$ cat config.mk
export PLATFORM = sky130hd
export DESIGN_NAME = sprite_layer_scheduler
export DESIGN_NICKNAME = d
export VERILOG_FILES = /design/src/rtl/sprite_layer_scheduler.sv
export SDC_FILE = /design/constraint.sdc
export NUM_CORES = 1
export LEC_CHECK = 0
export CAP_MARGIN = 10
export CORE_MARGIN = 2
export CORE_UTILIZATION = 55
export DETAILED_ROUTE_END_ITERATION = 10
export PLACE_DENSITY = 0.75
export SKIP_CTS_REPAIR_TIMING = 1
export SLEW_MARGIN = 20
export SYNTH_ARGS = -nofsm -noshare
export SYNTH_HDL_FRONTEND = slang
export SYNTH_SLANG_ARGS = --single-unit
$ cat constraint.sdc
create_clock -name vga_clk -period 15.4 [get_ports vga_clk]
set_clock_uncertainty 0.2 [all_clocks]
set_input_delay 3.08 -clock vga_clk [delete_from_list [all_inputs] [get_ports vga_clk]]
set_output_delay 3.08 -clock vga_clk [all_outputs]
set_load 0.02 [all_outputs]
$ cat src/rtl/sprite_layer_scheduler.sv
// Per-pixel sprite scheduler: double-banked slot positions with a once-per-frame
// commit, fixed-priority hit resolution and a registered output stage.
module sprite_layer_scheduler #(
    parameter int NUM_SLOTS = 4,
    parameter int SPRITE_W  = 16,
    parameter int SPRITE_H  = 16,
    localparam int SLOT_W   = $clog2(NUM_SLOTS)
) (
    input  logic              vga_clk,
    input  logic              Reset,
    input  logic              frame_start,
    input  logic [9:0]        DrawX,
    input  logic [9:0]        DrawY,
    input  logic              blank,
    input  logic              cfg_valid,
    output logic              cfg_ready,
    input  logic [SLOT_W-1:0] cfg_slot,
    input  logic [9:0]        cfg_x,
    input  logic [9:0]        cfg_y,
    input  logic              cfg_en,
    output logic [9:0]        RelativeXM,
    output logic [9:0]        RelativeYM,
    output logic [SLOT_W-1:0] sprite_sel,
    output logic              sprite_hit,
    output logic              layer_hit,
    output logic              commit_done,
    output logic [0:0]        state_dbg
);

    // Config handshake: a write transfers on any rising vga_clk edge where
    // cfg_valid && cfg_ready; the requester holds cfg_slot/x/y/en until then.
    localparam logic [0:0] ST_RUN    = 1'b0;
    localparam logic [0:0] ST_COMMIT = 1'b1;

    logic [0:0] state_q, state_d;

    logic [9:0] sh_x_q  [NUM_SLOTS];
    logic [9:0] sh_x_d  [NUM_SLOTS];
    logic [9:0] sh_y_q  [NUM_SLOTS];
    logic [9:0] sh_y_d  [NUM_SLOTS];
    logic       sh_en_q [NUM_SLOTS];
    logic       sh_en_d [NUM_SLOTS];
    logic [9:0] act_x_q [NUM_SLOTS];
    logic [9:0] act_x_d [NUM_SLOTS];
    logic [9:0] act_y_q [NUM_SLOTS];
    logic [9:0] act_y_d [NUM_SLOTS];
    logic       act_en_q[NUM_SLOTS];
    logic       act_en_d[NUM_SLOTS];

    logic              hit_q, hit_d;
    logic [SLOT_W-1:0] sel_q, sel_d;
    logic [9:0]        rel_x_q, rel_x_d;
    logic [9:0]        rel_y_q, rel_y_d;
    logic              lh1_q, lh1_d;
    logic              lh2_q, lh2_d;

    logic              cfg_fire;
    logic [NUM_SLOTS-1:0] hit_vec;
    logic              any_hit;
    logic [SLOT_W-1:0] win;

    assign cfg_ready   = (state_q == ST_RUN);
    assign commit_done = (state_q == ST_COMMIT);
    assign cfg_fire    = cfg_valid && cfg_ready;
    assign state_dbg   = state_q;

    always_comb begin
        state_d = state_q;
        case (state_q)
            ST_RUN:    if (frame_start) state_d = ST_COMMIT;
            ST_COMMIT: state_d = ST_RUN;
            default:   state_d = ST_RUN;
        endcase
    end

    // A write in the frame_start cycle lands in shadow before the COMMIT copy.
    always_comb begin
        sh_x_d   = sh_x_q;
        sh_y_d   = sh_y_q;
        sh_en_d  = sh_en_q;
        act_x_d  = act_x_q;
        act_y_d  = act_y_q;
        act_en_d = act_en_q;
        if (cfg_fire) begin
            sh_x_d[cfg_slot]  = cfg_x;
            sh_y_d[cfg_slot]  = cfg_y;
            sh_en_d[cfg_slot] = cfg_en;
        end
        if (state_q == ST_COMMIT) begin
            act_x_d  = sh_x_q;
            act_y_d  = sh_y_q;
            act_en_d = sh_en_q;
        end
    end

    // 11-bit bounds so a sprite near 1023 never wraps back to column 0.
    always_comb begin
        for (int i = 0; i < NUM_SLOTS; i++) begin
            hit_vec[i] = act_en_q[i]
                && ({1'b0, DrawX} >= {1'b0, act_x_q[i]})
                && ({1'b0, DrawX} <  ({1'b0, act_x_q[i]} + 11'(SPRITE_W)))
                && ({1'b0, DrawY} >= {1'b0, act_y_q[i]})
                && ({1'b0, DrawY} <  ({1'b0, act_y_q[i]} + 11'(SPRITE_H)));
        end
    end

    always_comb begin
        any_hit = 1'b0;
        win     = '0;
        for (int i = NUM_SLOTS - 1; i >= 0; i--) begin
            if (hit_vec[i]) begin
                any_hit = 1'b1;
                win     = SLOT_W'(i);
            end
        end
    end

    always_comb begin
        hit_d   = any_hit && blank;
        sel_d   = '0;
        rel_x_d = '0;
        rel_y_d = '0;
        if (any_hit) begin
            sel_d   = win;
            rel_x_d = DrawX - act_x_q[win];
            rel_y_d = DrawY - act_y_q[win];
        end
        lh1_d = hit_q;
        lh2_d = lh1_q;
    end

    always_ff @(posedge vga_clk or posedge Reset) begin
        if (Reset) begin
            state_q <= ST_RUN;
            for (int i = 0; i < NUM_SLOTS; i++) begin
                sh_x_q[i]   <= '0;
                sh_y_q[i]   <= '0;
                sh_en_q[i]  <= 1'b0;
                act_x_q[i]  <= '0;
                act_y_q[i]  <= '0;
                act_en_q[i] <= 1'b0;
            end
            hit_q   <= 1'b0;
            sel_q   <= '0;
            rel_x_q <= '0;
            rel_y_q <= '0;
            lh1_q   <= 1'b0;
            lh2_q   <= 1'b0;
        end else begin
            state_q  <= state_d;
            sh_x_q   <= sh_x_d;
            sh_y_q   <= sh_y_d;
            sh_en_q  <= sh_en_d;
            act_x_q  <= act_x_d;
            act_y_q  <= act_y_d;
            act_en_q <= act_en_d;
            hit_q    <= hit_d;
            sel_q    <= sel_d;
            rel_x_q  <= rel_x_d;
            rel_y_q  <= rel_y_d;
            lh1_q    <= lh1_d;
            lh2_q    <= lh2_d;
        end
    end

    assign sprite_hit = hit_q;
    assign sprite_sel = sel_q;
    assign RelativeXM = rel_x_q;
    assign RelativeYM = rel_y_q;
    assign layer_hit  = lh2_q;

endmodule

==> qor.yml <==
worst_pin_slew_ns: 1.00
synth_warnings: 0
htreeDepth: 4
total_power_mw: 1.99
powerDensity_nw_per_um2: 146
vias_per_cell: 6.05
reg2reg_setup_slack_ns: 9.58
crit_type: "in2reg"
root_buffer: "clkbuf_16"
clk_latency_ns: 0.43
startpoint_type: "input port"
grt_pass1_vias: 9190
crit_fanout: 18
whs_ns: 0.150
post-route-drc-count: 0
synthesis.instances: 1190
postRouteAntennaNets: 0
routed-wl-met2_microns: 14000
drive_gt1_frac: 0.126
layout_commonest_cell: "dfrtp_1"
drt_iter0_drc: 858
hold_path.class: "reg2reg"
ys_seq_elements: 194
synth.avg_cell_area_sq_um: 10.1
avgRoutedWirePerCell_microns: 20.4
final_cell_mix: "dfrtp_1 (193), ha_1 (154), o21ai_0 (114), inv_1 (110), nand2_1 (107)"
clock_path_buffers: 2
muxShareOfSynthArea: 0.0909
synth_compound_area_frac: 0.152
status: "completed"
synth.distinct_cells: 75
gp_congestion: 0.936
async_reset_ff_frac: 1.00
synth_nets: 1394
syn2layout_area_growth_pct: 13.5
grt_first_pass_wirelength_microns: 50100
drt-total-wl_microns: 31600
max_slew_margin: 0.330
synthAdderAreaFrac: 0.163
maxCapViolCount: 0
hold_viol: 0
synthFlopType: "dfrtp_1"
fp.dieW_microns: 152
crit_path_end_kind: "flip-flop"
timing.fmax_ghz: 0.118
leakage_nw: 6.17
grt_setup_unrepaired: "no"
ios: 75
yosys.area_share.simple: 0.115
initial_utilization: 0.557
cts.clk_slew.worst_paths_ns: 0.08
tns_ns: 0
fin_crit_sh: 0.550
fin_util: 0.632
grt_use_total: 0.277
core_sq_um: 21600
dp_cells: 1514
cp.arrival_ns: 8.54
final_cells: 1545
required_ns: 15.47
antenna_cells: 0
vias: 9348
synthesis.area_sq_um: 12000
cts_tree: "built"
met3_length_microns: 1840
dieArea_sq_um: 23100
ir_drop_mv: 0.0859
hpwl_microns: 23800
wl_met1_microns: 15000
slew_violations: 0
fin_crit_ns: 8.47
final-setup-viol-count: 0
antenna_found_initial: 0
die_y_microns: 152
grt.overflow.total: 0
first_pass_iters: 5
port-buffer-count: 74
clock-sinks: 194
routed.top_layer: "met4"
synth_edf_count: 0
nets: 1457
row_count: 54
yosysSeqAreaShare: 0.403
synthXorXnorAreaFrac: 0.0269
grt_max_degree: 116
synth_top_family_by_area: "adder cells"
numCtsBuffers: 17
==> critical path: stages <==
cell	delay (ns)
clkdlybuf4s50_1	0.77
ha_1	0.33
a21o_1	0.19
a211oi_1	0.59
o211ai_1	0.36
o2111ai_2	0.25
nor2b_4	0.14
o31ai_4	0.66
nand2b_1	0.10
o221a_2	0.15
ha_1	0.20
fa_1	0.39
nor2b_1	0.15
o21ai_0	0.12
a21boi_0	0.25
o21ai_0	0.13
a21boi_0	0.26
o21ai_0	0.13
a21boi_0	0.19
nor3_1	0.07
==> state kept, by name, indices dropped and copies added (netlist names) <==
signal,cells
sprite_hit,1
lh1_q,1
act_en_q,4
sh_x_q,40
act_y_q,40
RelativeXM,10
layer_hit,1
sprite_sel,2
RelativeYM,10
commit_done,1
act_x_q,40
sh_y_q,40
sh_en_q,4
==> synthesized netlist by cell type (10+ instances only) <==
cell	number	area [sq um]
a22oi_1	13	97.6
o221ai_1	16	140
a211oi_1	10	75.1
nor2b_1	14	87.6
a31oi_1	10	62.6
dfrtp_1	194	4850
a21o_1	12	90.1
nor2_1	33	124
nor3_1	23	115
mux2_2	94	1060
o21ai_0	114	571
inv_1	111	417
nand3_1	33	165
ha_1	154	1930
clkbuf_1	23	86.3
nand2b_1	18	113
a21oi_1	41	205
nand2_1	107	402
xnor2_1	37	324
==> routing by layer <==
layer	vias to the layer above	global-route usage
li1	4393	-
met1	4618	0.407
met2	296	0.421
met3	41	0.0476
met4	0	0.0859
met5	-	0
==> per-stage QoR <==
step           setup WS (ns)  area, sq um
2_1_floorplan           6.84        12000
3_3_place_gp            6.66        13000
3_5_place_dp            6.56        13000
4_1_cts                 7.00        13700
5_1_grt                 6.56        13700
6_report                6.93        13700
==> kinds of logic (layout without fill, tap and decap cells) <==
| group | after synthesis | in the layout |
|---|---|---|
| flops | 194 | 194 |
| fa+ha+maj | 156 | 156 |
| compound gates | 281 | 281 |
| xor+xnor | 37 | 37 |
| simple gates | 277 | 277 |
| buf+inv | 148 | 223 |
| mux | 97 | 97 |
==> area by class of cell <==
| type | count | area (sq um) |
|---|---|---|
| Multi-Input combinational cell | 848 | 6620 |
| Clock buffer | 17 | 425 |
| Sequential cell | 194 | 4860 |
| Timing Repair Buffer | 81 | 797 |
| Tap cell | 280 | 350 |
| Inverter | 111 | 424 |
| Clock inverter | 14 | 188 |
| Fill cell | 1794 | 7960 |
==> report_power, final <==
part | switching [mW] | leakage (nW) | internal (mW)
registers | 0.0856 | 2.40 | 0.634
logic | 0.456 | 3.47 | 0.350
clock network | 0.219 | 0.299 | 0.248
==> path summary, 6_finish.rpt <==
check,from,endpoint,depth (start not counted)
worst max-delay path,DrawY[7],RelativeXM[8],20
worst min-delay path,lh1_q,layer_hit,0
worst max register to register,act_y_q[24],RelativeXM[8],21
worst min register to register,lh1_q,layer_hit,0
max in group asynchronous,Reset,act_y_q[28],3
min in group asynchronous,Reset,sh_x_q[34],2
Note: power is estimated with default switching activity, not from simulation.
==> variant, RTL diff (same flow settings) <==
Register the output `state_dbg` once more, cleared by the reset; this adds one clock of latency there. The other outputs are not delayed to match.
--- a/src/rtl/sprite_layer_scheduler.sv
+++ b/src/rtl/sprite_layer_scheduler.sv
@@ -62,7 +62,13 @@
     assign cfg_ready   = (state_q == ST_RUN);
     assign commit_done = (state_q == ST_COMMIT);
     assign cfg_fire    = cfg_valid && cfg_ready;
-    assign state_dbg   = state_q;
+    always_ff @(posedge vga_clk or posedge Reset) begin
+        if (Reset) begin
+            state_dbg <= '0;
+        end else begin
+            state_dbg <= state_q;
+        end
+    end
 
     always_comb begin
         state_d = state_q;
Check against the original RTL: not equivalent (Yosys sat finds a counterexample within 4 cycles, from zero or initial values and one cycle with Reset high).
==> variant against the original RTL <==
- power shrank 0.34%
- area after synthesis grew 0.15%
- wire length shrank 1.4%
- first-iteration DRC count grew 7.8%
- sequential cell count grew 1
- design area grew 0.19%
- setup slack gained 190 ps
==> variant: results (changes against the original RTL) <==
[setup_path]
rrSetupSlack_ps=9610  ; +30 ps
path_max_fanout=19  ; +1
startpoint=DrawY[9]
crit_family=compound AO/OA/AOI/OAI gates

[layout]
multi_input_area_share_pct=48.3  ; -0.093 points
buf_share_pct=5.80  ; -0.039 points
antenna_cells=0  ; unchanged
seqAreaFraction_pct=35.7  ; +0.11 points
clock_area_share_pct=4.52  ; +0.028 points
num-nets-final=1458  ; +0.069%
fillCellCount=1719  ; -4.2%
drive_gt1_share_pct=12.7  ; +0.059 points
nFlopsAndLatches=195  ; +0.52%

[outcome]
outcome=finished clean

[global_route]
met3_usage_pct=4.08  ; -0.68 points
first_global_vias=8963  ; -2.5%
grt_pass1_wl_um=49600  ; -1.1%
grt_max_degree=122  ; +5.2%
grt_use_total_pct=27.2  ; -0.49 points
use_met2_pct=41.3  ; -0.82 points
grtUsageMet1_pct=41.0  ; +0.26 points

[sta]
worst_pin_slew_ps=994  ; -10.7 ps

[route]
first_pass_iters=6  ; +1
dr_wl_met3_um=1710  ; -7.0%
vias=9307  ; -0.44%
m1WireLength_um=15100  ; +0.94%
wl_per_cell_um=20.1  ; -1.5%
wl_met2_um=13700  ; -2.5%
first_iter_violations=925  ; +7.8%

[cts]
cts_buffer_depth=2  ; unchanged

[placed_design]
gp_congestion=0.952  ; +1.7%
dp.final_hpwl_um=23600  ; -0.91%

[hold_path]
min-delay-start=lh1_q

[yosys]
synth_common_cells=dfrtp_1 (195), ha_1 (154), o21ai_0 (114), inv_1 (111), nand2_1 (107)
ys_seq_area_share_pct=40.5  ; +0.15 points

[pwr]
power.leakage_nw=6.18  ; +0.15%

[variant: power breakdown]
group | switching (mW) | leakage (nW) | internal, mW
combinational | 0.452 | 3.47 | 0.349
clock | 0.227 | 0.298 | 0.235
sequential | 0.0861 | 2.41 | 0.636
[variant: logic make-up after synthesis]
kind of cell	after synthesis	synth area share (%)
buffers and inverters	147	4.75
muxes	97	9.07
and+or+nand+nor	277	11.5
adders and majority gates	156	16.3
DFF	195	40.5
xor gates and xnor gates	37	2.69
AOI/OAI and AO/OA	281	15.2
[variant: stage by stage]
step	cell area (um2)	instances	setup slack, ps	hold WS, ps
global route	13700	1547	6820	154
floorplan	12100	1190	6810	131
detailed placement	13100	1515	6720	136
CTS	13700	1547	7190	153
finish	13700	1547	7120	152
global placement	13100	1515	6770	136
